### src/rtl/stop_watch_pkg.sv
// Shared constants and digit helpers for the stopwatch/timer core.
// Digit order: d0 tenths, d1 sec units, d2 sec tens, d3.. minutes.
package stop_watch_pkg;

    localparam logic [3:0] DIG_MAX      = 4'd9;
    localparam logic [3:0] SEC_TENS_MAX = 4'd5;

    function automatic int nd_of(input int min_digits);
        return 3 + min_digits;
    endfunction

    function automatic logic [3:0] dig_top(input int idx);
        return (idx == 2) ? SEC_TENS_MAX : DIG_MAX;
    endfunction

    function automatic logic [3:0] dig_mod(input int idx);
        return dig_top(idx) + 4'd1;
    endfunction

endpackage

### src/rtl/stop_watch_lap_digit.sv
// One BCD digit of modulus MOD; wrap flags the digit that would carry
// (up, at MOD-1) or borrow (down, at 0) on the next enabled step.
module bcd_digit_cnt
    import stop_watch_pkg::*;
#(
    parameter logic [3:0] MOD = 4'd10
) (
    input  logic       clk,
    input  logic       reset_n,
    input  logic       en,
    input  logic       up,
    input  logic       clr,
    input  logic       load,
    input  logic [3:0] ld_val,
    output logic [3:0] q,
    output logic       wrap
);

    localparam logic [3:0] TOP = MOD - 4'd1;

    logic [3:0] q_q;
    logic [3:0] q_d;
    logic [3:0] ld_clamp;

    assign ld_clamp = (ld_val > TOP) ? TOP : ld_val;
    assign wrap     = up ? (q_q == TOP) : (q_q == 4'd0);
    assign q        = q_q;

    always_comb begin
        q_d = q_q;
        if (clr) begin
            q_d = 4'd0;
        end else if (load) begin
            q_d = ld_clamp;
        end else if (en) begin
            if (up) begin
                q_d = wrap ? 4'd0 : q_q + 4'd1;
            end else begin
                q_d = wrap ? TOP : q_q - 4'd1;
            end
        end
    end

    always_ff @(posedge clk or negedge reset_n) begin
        if (!reset_n) begin
            q_q <= 4'd0;
        end else begin
            q_q <= q_d;
        end
    end

endmodule

### src/rtl/stop_watch_lap.sv
// Stopwatch/countdown core: prescaler, BCD digit chain, limit detect,
// lap freeze register and display mux.
module stop_watch_lap
    import stop_watch_pkg::*;
#(
    parameter int TICK_DIV   = 10_000_000,
    parameter int MIN_DIGITS = 1,
    localparam int ND = nd_of(MIN_DIGITS),
    localparam int W  = 4 * ND
) (
    input  logic         clk,
    input  logic         reset_n,
    input  logic         go,
    input  logic         clr,
    input  logic         up,
    input  logic         lap,
    input  logic         load,
    input  logic [W-1:0] load_d,
    output logic [W-1:0] d_bus,
    output logic         running,
    output logic         at_limit,
    output logic         lap_active
);

    localparam int PW = (TICK_DIV > 1) ? $clog2(TICK_DIV) : 1;
    localparam logic [PW-1:0] LAST = PW'(TICK_DIV - 1);

    logic [PW-1:0] presc_q;
    logic [PW-1:0] presc_d;
    logic [W-1:0]  cnt;
    logic [W-1:0]  lap_q;
    logic [W-1:0]  lap_d;
    logic          lap_act_q;
    logic          lap_act_d;
    logic [ND-1:0] wrap;
    logic [ND-1:0] en_c;
    logic          tick;
    logic          do_load;

    // Every digit at its carry/borrow point is exactly max (up) or zero (down).
    assign at_limit = &wrap;
    assign running  = go & ~at_limit;
    assign tick     = running & (presc_q == LAST);
    assign do_load  = load & ~go;
    assign en_c[0]  = tick;

    for (genvar i = 0; i < ND; i++) begin : g_dig
        bcd_digit_cnt #(
            .MOD (dig_mod(i))
        ) u_dig (
            .clk     (clk),
            .reset_n (reset_n),
            .en      (en_c[i]),
            .up      (up),
            .clr     (clr),
            .load    (do_load),
            .ld_val  (load_d[4*i +: 4]),
            .q       (cnt[4*i +: 4]),
            .wrap    (wrap[i])
        );
        if (i < ND - 1) begin : g_chain
            assign en_c[i+1] = en_c[i] & wrap[i];
        end
    end

    always_comb begin
        presc_d = presc_q;
        if (clr || do_load) begin
            presc_d = '0;
        end else if (running) begin
            presc_d = (presc_q == LAST) ? '0 : presc_q + PW'(1);
        end
    end

    always_comb begin
        lap_d     = lap_q;
        lap_act_d = lap_act_q;
        if (clr) begin
            lap_d     = '0;
            lap_act_d = 1'b0;
        end else if (lap) begin
            if (!lap_act_q) begin
                lap_d = cnt;
            end
            lap_act_d = ~lap_act_q;
        end
    end

    always_ff @(posedge clk or negedge reset_n) begin
        if (!reset_n) begin
            presc_q   <= '0;
            lap_q     <= '0;
            lap_act_q <= 1'b0;
        end else begin
            presc_q   <= presc_d;
            lap_q     <= lap_d;
            lap_act_q <= lap_act_d;
        end
    end

    assign d_bus      = lap_act_q ? lap_q : cnt;
    assign lap_active = lap_act_q;

endmodule

### config.mk
export PLATFORM = sky130hd
export DESIGN_NAME = stop_watch_lap
export DESIGN_NICKNAME = d
export VERILOG_FILES = /design/src/rtl/stop_watch_pkg.sv /design/src/rtl/stop_watch_lap_digit.sv /design/src/rtl/stop_watch_lap.sv
export SDC_FILE = /design/constraint.sdc
export NUM_CORES = 1
export LEC_CHECK = 0
export CAP_MARGIN = 20
export CORE_MARGIN = 2
export CORE_UTILIZATION = 62
export DETAILED_ROUTE_END_ITERATION = 16
export PLACE_DENSITY = 0.92
export SLEW_MARGIN = 20
export SYNTH_ARGS = -nofsm -noshare
export SYNTH_HDL_FRONTEND = slang
export SYNTH_SLANG_ARGS = --single-unit
### constraint.sdc
create_clock -name clk -period 5 [get_ports clk]
set_clock_uncertainty 0.15 [all_clocks]
set_input_delay 0.5 -clock clk [delete_from_list [all_inputs] [get_ports clk]]
set_output_delay 0.5 -clock clk [all_outputs]
set_load 0.02 [all_outputs]
# --- Word-level counts from Yosys, hierarchy flattened ---
# Cells that the tools add are included.
totals:
  reg_bits: 57
  output_inout_bits: 19
  wordCells: 86
classes:
  add_sub_neg: 9
  order_cmp: 4
  n_eq_ne: 5
  muxes: 40
  bitwise: 9
  reduce_logical: 12
op_table:
  columns: ["cell", "n"]
  rows:
  - ["two-way mux 4 bit", 28]
  - ["two-way mux 24 bit", 3]
  - ["two-way mux 16 bit", 3]
  - ["adder 24 x 1 -> 24 bit, second input constant", 1]
  - ["== test 24 bit, second input constant", 1]
  - ["adder 4 x 1 -> 4 bit, second input constant", 4]
  - ["logical NOT 4 bit", 4]
  - ["subtractor 4 x 1 -> 4 bit, second input constant", 4]
  - ["== test 4 bit, second input constant", 3]
  - ["greater-than comparator 4 bit, second input constant", 3]
  - ["nonzero test 3 bit", 4]
  - ["bitwise AND 1 bit", 6]
  - ["two-way mux 1 bit", 6]
  - ["== test 4 x 3 -> 1 bit, second input constant", 1]
  - ["greater-than comparator 4 x 3 -> 1 bit, second input constant", 1]
  - ["AND reduction 4 bit", 1]
  - ["nonzero test 2 bit", 2]
  - ["inverter 1 bit", 3]
  - ["logical OR 1 bit", 1]

# --- Logic depth before layout (Yosys ltp) ---
depth:
  word_depth: 12
  ltp_mapped: 10
  mapped_depth_nobuf: 9

# --- Hierarchy ---
# From an unflattened synthesis, not the netlist that was laid out.
hier_totals:
  hier_cells: 431
  area_unflattened_um2: 4016.4
modules_own_cells:
  columns: ["module", "n_inst", "cells_per_inst", "area_per_inst_um2", "seq_area_each_um2"]
  rows:
  - ["stop_watch_lap", 1, 220, 2265.9, 1026.0]
  - ["bcd_digit_cnt at g_dig[0].u_dig ...", 3, 54, 441.7, 100.1]
  - ["bcd_digit_cnt at g_dig[2].u_dig", 1, 49, 425.4, 100.1]

# --- Least setup slack after synthesis ---
# Ideal clock, no wire load.
synth_path:
  path_type: "register to output"
  from: "register g_dig[1].u_dig.q_q[0]"
  to: "output running"
  t_arrival_ps: 2087
  setup_slack_ps: 2263
  stages_incl_launch_ff: 8
  cell_sequence: "dfrtp_1 > inv_1 > ha_1 > or4b_1 > o2bb2ai_1 > o31ai_4 > inv_2 > clkbuf_1"
synth_via:
  elab_chain_len: 5
synth_lines:
  columns: ["item", "line", "source"]
  rows:
  - ["start, declared", "stop_watch_lap_digit.sv:21", "logic [3:0] q_q;"]
  - ["start signal, assigned", "stop_watch_lap_digit.sv:48", "q_q <= q_d;"]
  - ["== test 4 bit / logical NOT 4 bit (equally long branches)", "stop_watch_lap_digit.sv:26", "assign wrap = up ? (q_q == TOP) : (q_q == 4'd0);"]
  - ["two-way mux 1 bit (*)", "stop_watch_lap_digit.sv:26", null]
  - ["AND reduction 4 bit (*)", "stop_watch_lap.sv:41", "assign at_limit = &wrap;"]
  - ["inverter 1 bit (*)", "stop_watch_lap.sv:42", "assign running = go & ~at_limit;"]
  - ["bitwise AND 1 bit (*)", "stop_watch_lap.sv:42", null]
  - ["end, declared", "stop_watch_lap.sv:20", "output logic running,"]
# Every way passes the cells marked *; elsewhere a longest branch is shown, timed or not.

# --- Worst setup path in the final report ---
layout_path:
  from: "input up"
  to: "output running"
layout_via:
  elab_chain_len: 4
layout_lines:
  columns: ["item", "line", "source"]
  rows:
  - ["start, declared", "stop_watch_lap.sv:15", "input logic up,"]
  - ["two-way mux 1 bit", "stop_watch_lap_digit.sv:26", null]
  - ["AND reduction 4 bit (*)", "stop_watch_lap.sv:41", null]
  - ["inverter 1 bit (*)", "stop_watch_lap.sv:42", null]
  - ["bitwise AND 1 bit (*)", "stop_watch_lap.sv:42", null]
# Marks and branches as above.

==> Implementation_results.wiki <==
{| class="wikitable"
! Metric !! Value
|-
| Number of endpoints failing setup at the final stage || 0
|-
| Cell taking the most area after synthesis || sky130_fd_sc_hd__dfrtp_1
|-
| Post-synth ARST share || 1.00
|-
| Post-detailed-route via-to-cell ratio || 6.58
|-
| Portion of the post-synthesis area used by sequential elements || 0.371
|-
| Endpoint of the worst register-to-register path || g_dig[0].u_dig.q[2]
|-
| Cell Int Power || 964 uW
|-
| Pin count of the biggest net entering global routing || 58
|-
| Critical R2R Launch || g_dig[1].u_dig.q[0]
|-
| Post-CTS setup buffers || 0
|-
| Maximum buffer depth of the clock tree || 2
|-
| Buffers and inverters on the worst path || 4
|-
| Post-synth top area share || 0.371
|-
| Total Die Area || 0.00685 mm^2
|-
| Clock sink count || 57
|-
| Clk_lat worst skew || 0.34 ns
|-
| Register-to-Register Path Depth || 10
|-
| Number of enable flip-flop cells after synthesis || 0
|-
| Critical path data required time || 4.35 ns
|-
| Maximum ir drop on the vdd rail || 0.235 mV
|-
| Die Ht || 82.8 um
|-
| Static Leakage || 1.83 nW
|-
| Via count of the first global-routing pass || 3511
|-
| Kind of cell with the highest combined delay on the critical path || buffers and inverters
|-
| Final-report hold violation count || 0
|-
| Number of max-cap violations || 0
|-
| DRC errors left || 0
|-
| I/O Pins || 42
|-
| Number of cell rows || 28
|-
| Total negative slack for setup checks || 0 ns
|-
| Detailed-placement wirelength estimate || 6740 um
|-
| Worst-path clk slew || 0.06 ns
|-
| Switching power share of the total || 0.328
|-
| Outcome || complete, no violations
|-
| Width of the die || 82.8 um
|-
| Synth top area cells || sky130_fd_sc_hd__dfrtp_1, sky130_fd_sc_hd__mux2i_1, sky130_fd_sc_hd__nand2_1
|-
| Core Box Area || 0.00596 mm^2
|-
| Classification of the worst-slack hold path || in -> async
|-
| Number of vias after detailed routing || 3749
|-
| TritonCTS Buffers || 9
|-
| Worst-margin pin slew || 1.07 ns
|-
| Count of cell types in the netlist || 52
|-
| First-pass GRT wire length || 16500 um
|-
| Capture point of the worst path || running
|-
| CP Launch Point || up
|-
| Timing-limited maximum frequency || 246 MHz
|-
| Most instantiated flip-flop cell in the synthesis netlist || sky130_fd_sc_hd__dfrtp_1
|-
| Library cell used as clock root buffer || sky130_fd_sc_hd__clkbuf_8
|-
| CTS H-Tree Depth || 3
|-
| YS warnings || 0
|-
| Number of buffers inserted by hold repair at cts || 0
|-
| Diode count || 0
|-
| Register area || 0.00143 mm^2
|-
| Ratio of final minimum period to clock period || 0.812
|-
| Data arrival time of the critical path || 3.41 ns
|-
| Filler Cells Inserted || 417
|-
| Crit path depth || 7
|-
| Power per Cell Area || 318 mW/mm^2
|-
| Sequential share of power || 0.385
|-
| Post-layout minimum cycle time || 4.06 ns
|-
| Remaining antenna violation count after routing || 0
|-
| Combined area of the multi-input logic cells || 0.00224 mm^2
|-
| Count of routing violations after the opening detailed-route iteration || 479
|-
| Ordered list of cells on the worst path || clkdlybuf4s50_1, or4b_1, o2bb2ai_1, o31ai_4, buf_4, inv_2, clkdlybuf4s50_1
|-
| Slack of the worst reg-to-reg path || 1.83 ns
|-
| Critical path startpoint category || primary input
|-
| Slowest cell delay on critical path || 0.75 ns
|-
| Iteration count of the initial detailed-routing pass || 5
|-
| CP dominant cell by count || sky130_fd_sc_hd__clkdlybuf4s50_1
|-
| Number of antenna violations at the first check in global routing || 0
|-
| Number of pins exceeding their max-slew limit in the final report || 0
|-
| Initial cell density of the core || 0.646
|-
| Overflow after GRT || 0
|-
| Final GP Congestion || 0.958
|-
| CTS tree || built
|-
| Fraction of final layout cells with drive strength greater than 1 || 0.0687
|-
| Combinational group share of total power || 0.266
|-
| Post-CTS Resized || 0
|-
| Final worst-path setup slack || 0.938 ns
|-
| Number of instances in the synthesized netlist || 461
|-
| Worst path slowest cell || sky130_fd_sc_hd__clkdlybuf4s50_1
|-
| Setup repair after global routing missed its margin || false
|-
| Setup Crit Path Kind || in -> out
|-
| Worst rel slew slack || 0.287
|-
| Sw Pwr || 470 uW
|-
| Worst setup EP type || output pin
|-
| Relative contribution of the clock network to total power || 0.349
|-
| Tot GR Track Use || 0.315
|-
| Maximum fanout along the worst path || 18
|-
| Routed wire length || 9990 um
|-
| Pre-CTS setup slack || 0.971 ns
|-
| Synthesized Nets || 497
|-
| Number of nets in the layout || 526
|-
| Synthesized cell area || 0.00385 mm^2
|-
| Average cell area after synthesis || 8.34 um^2
|-
| Yosys reg bits || 57
|-
| Synthesis-to-layout area growth || 17.4%
|-
| WL/cell || 17.5 um
|-
| Count of input and output buffers || 41
|}
==> cells in the mapped netlist (all sizes together), types with 2 or more instances <==
| master | count |
|---|---|
| xor2 | 6 |
| o21a | 2 |
| nor4 | 4 |
| and2 | 3 |
| nor3b | 6 |
| or4 | 3 |
| nand3b | 2 |
| or2 | 2 |
| a211oi | 5 |
| a31oi | 7 |
| nand3 | 25 |
| nor3 | 13 |
| nor2 | 43 |
| mux2 | 5 |
| o21ai | 36 |
| clkbuf | 30 |
| xnor2 | 8 |
| or3 | 9 |
| o211a | 2 |
| dfrtp | 57 |
| nand2b | 6 |
| and4b | 2 |
| a21o | 3 |
| o2111ai | 2 |
| nand2 | 48 |
| nand4 | 8 |
| a21oi | 28 |
| nor4b | 4 |
| o21bai | 4 |
| a2111oi | 2 |
| nor2b | 2 |
| o31ai | 12 |
| ha | 13 |
| inv | 18 |
| o41ai | 7 |
| nand4b | 3 |
| mux2i | 19 |
| and3 | 2 |
| o31a | 3 |
==> metal layers <==
metal,up-vias,part of all wire,track usage
met2,209,0.48,0.513
met4,0,0.029,0.136
li1,1739,-,-
met3,35,0.090,0.0707
met1,1766,0.40,0.404
met5,-,0,0
==> logic make-up after synthesis <==
family / count (synthesis) / share of synthesized area
and+or+nand+nor: 187 / 0.247
AOI/OAI and AO/OA: 118 / 0.197
DFF: 57 / 0.371
buffers and inverters: 48 / 0.0468
muxes: 24 / 0.0641
xor gates and xnor gates: 14 / 0.0319
adders and majority gates: 13 / 0.0423
==> how the worst min path moves through the flow <==
stage	start	to	slack, ns	cells after the start
after CTS	reset_n	lap_q[2]	0.17	2
final	reset_n	lap_q[2]	0.14	2
after floorplan	reset_n	g_dig[0].u_dig.q[0]	0.05	0
after global placement	lap_q[10]	lap_q[10]	0.35	2
after detailed placement	lap_q[0]	lap_q[0]	0.36	2
after global routing	reset_n	lap_q[2]	0.23	2
==> cell type report <==
type,instances,share of cell area
tap,75,0.0208
multi-input combinational,356,0.496
clock inverter,5,0.0172
clock buffer,11,0.0335
inverter,18,0.0150
timing repair buffer,48,0.101
sequential,57,0.316
==> registers in the layout (all words and copies together), names as in the netlist <==
| name | flops |
|---|---|
| g_dig.u_dig.q | 16 |
| lap_active | 1 |
| lap_q | 16 |
| presc_q | 24 |
==> layout by cell type (no fill, tap or decap), drive strengths merged, types with 3 or more instances in the layout <==
cell type      instances
nand4                  8
inv                   18
a211oi                 5
xnor2                  8
a21o                   3
and2                   3
ha                    13
clkdlybuf4s50         40
mux2i                 19
o21bai                 4
a31oi                  7
nand3                 25
nand2                 48
nand2b                 6
nor2                  43
mux2                   5
nor4                   4
nor3b                  6
nor4b                  4
o31a                   3
o41ai                  7
a21oi                 28
or3                    9
buf                    8
clkbuf                11
dfrtp                 57
xor2                   6
o21ai                 36
nand4b                 3
nor3                  13
or4                    3
o31ai                 12
==> power by group through the flow <==
stage,registers [mW],logic (mW),clock network (mW)
global route,0.558,0.415,0.522
finish,0.553,0.381,0.500
CTS,0.550,0.378,0.506
floorplan,0.525,0.268,0
global placement,0.554,0.355,0
detailed placement,0.558,0.370,0
==> per-stage QoR <==
step / hold WS [ns] / util / area [um^2] / power [mW] / cells
global route: 0.234 / 0.758 / 4510 / 1.50 / 570
CTS: 0.171 / 0.758 / 4510 / 1.43 / 570
floorplan: 0.0544 / - / 3850 / 0.793 / 461
global placement: 0.346 / 0.720 / 4290 / 0.909 / 554
detailed placement: 0.362 / 0.720 / 4290 / 0.928 / 554
finish: 0.139 / 0.758 / 4510 / 1.43 / 570
==> worst reg2reg max path, cell delays in order, from the launching register on <==
cell and delay [ns]:
sky130_fd_sc_hd__dfrtp_1 0.48, sky130_fd_sc_hd__inv_1 0.12, sky130_fd_sc_hd__ha_1 0.24, sky130_fd_sc_hd__or4b_1 0.48, sky130_fd_sc_hd__o2bb2ai_1 0.24, sky130_fd_sc_hd__o31ai_4 0.27
sky130_fd_sc_hd__buf_4 0.23, sky130_fd_sc_hd__inv_2 0.16, sky130_fd_sc_hd__a21oi_1 0.40, sky130_fd_sc_hd__or3_1 0.18, sky130_fd_sc_hd__o21ai_0 0.07
(Power assumes the default switching activity.)
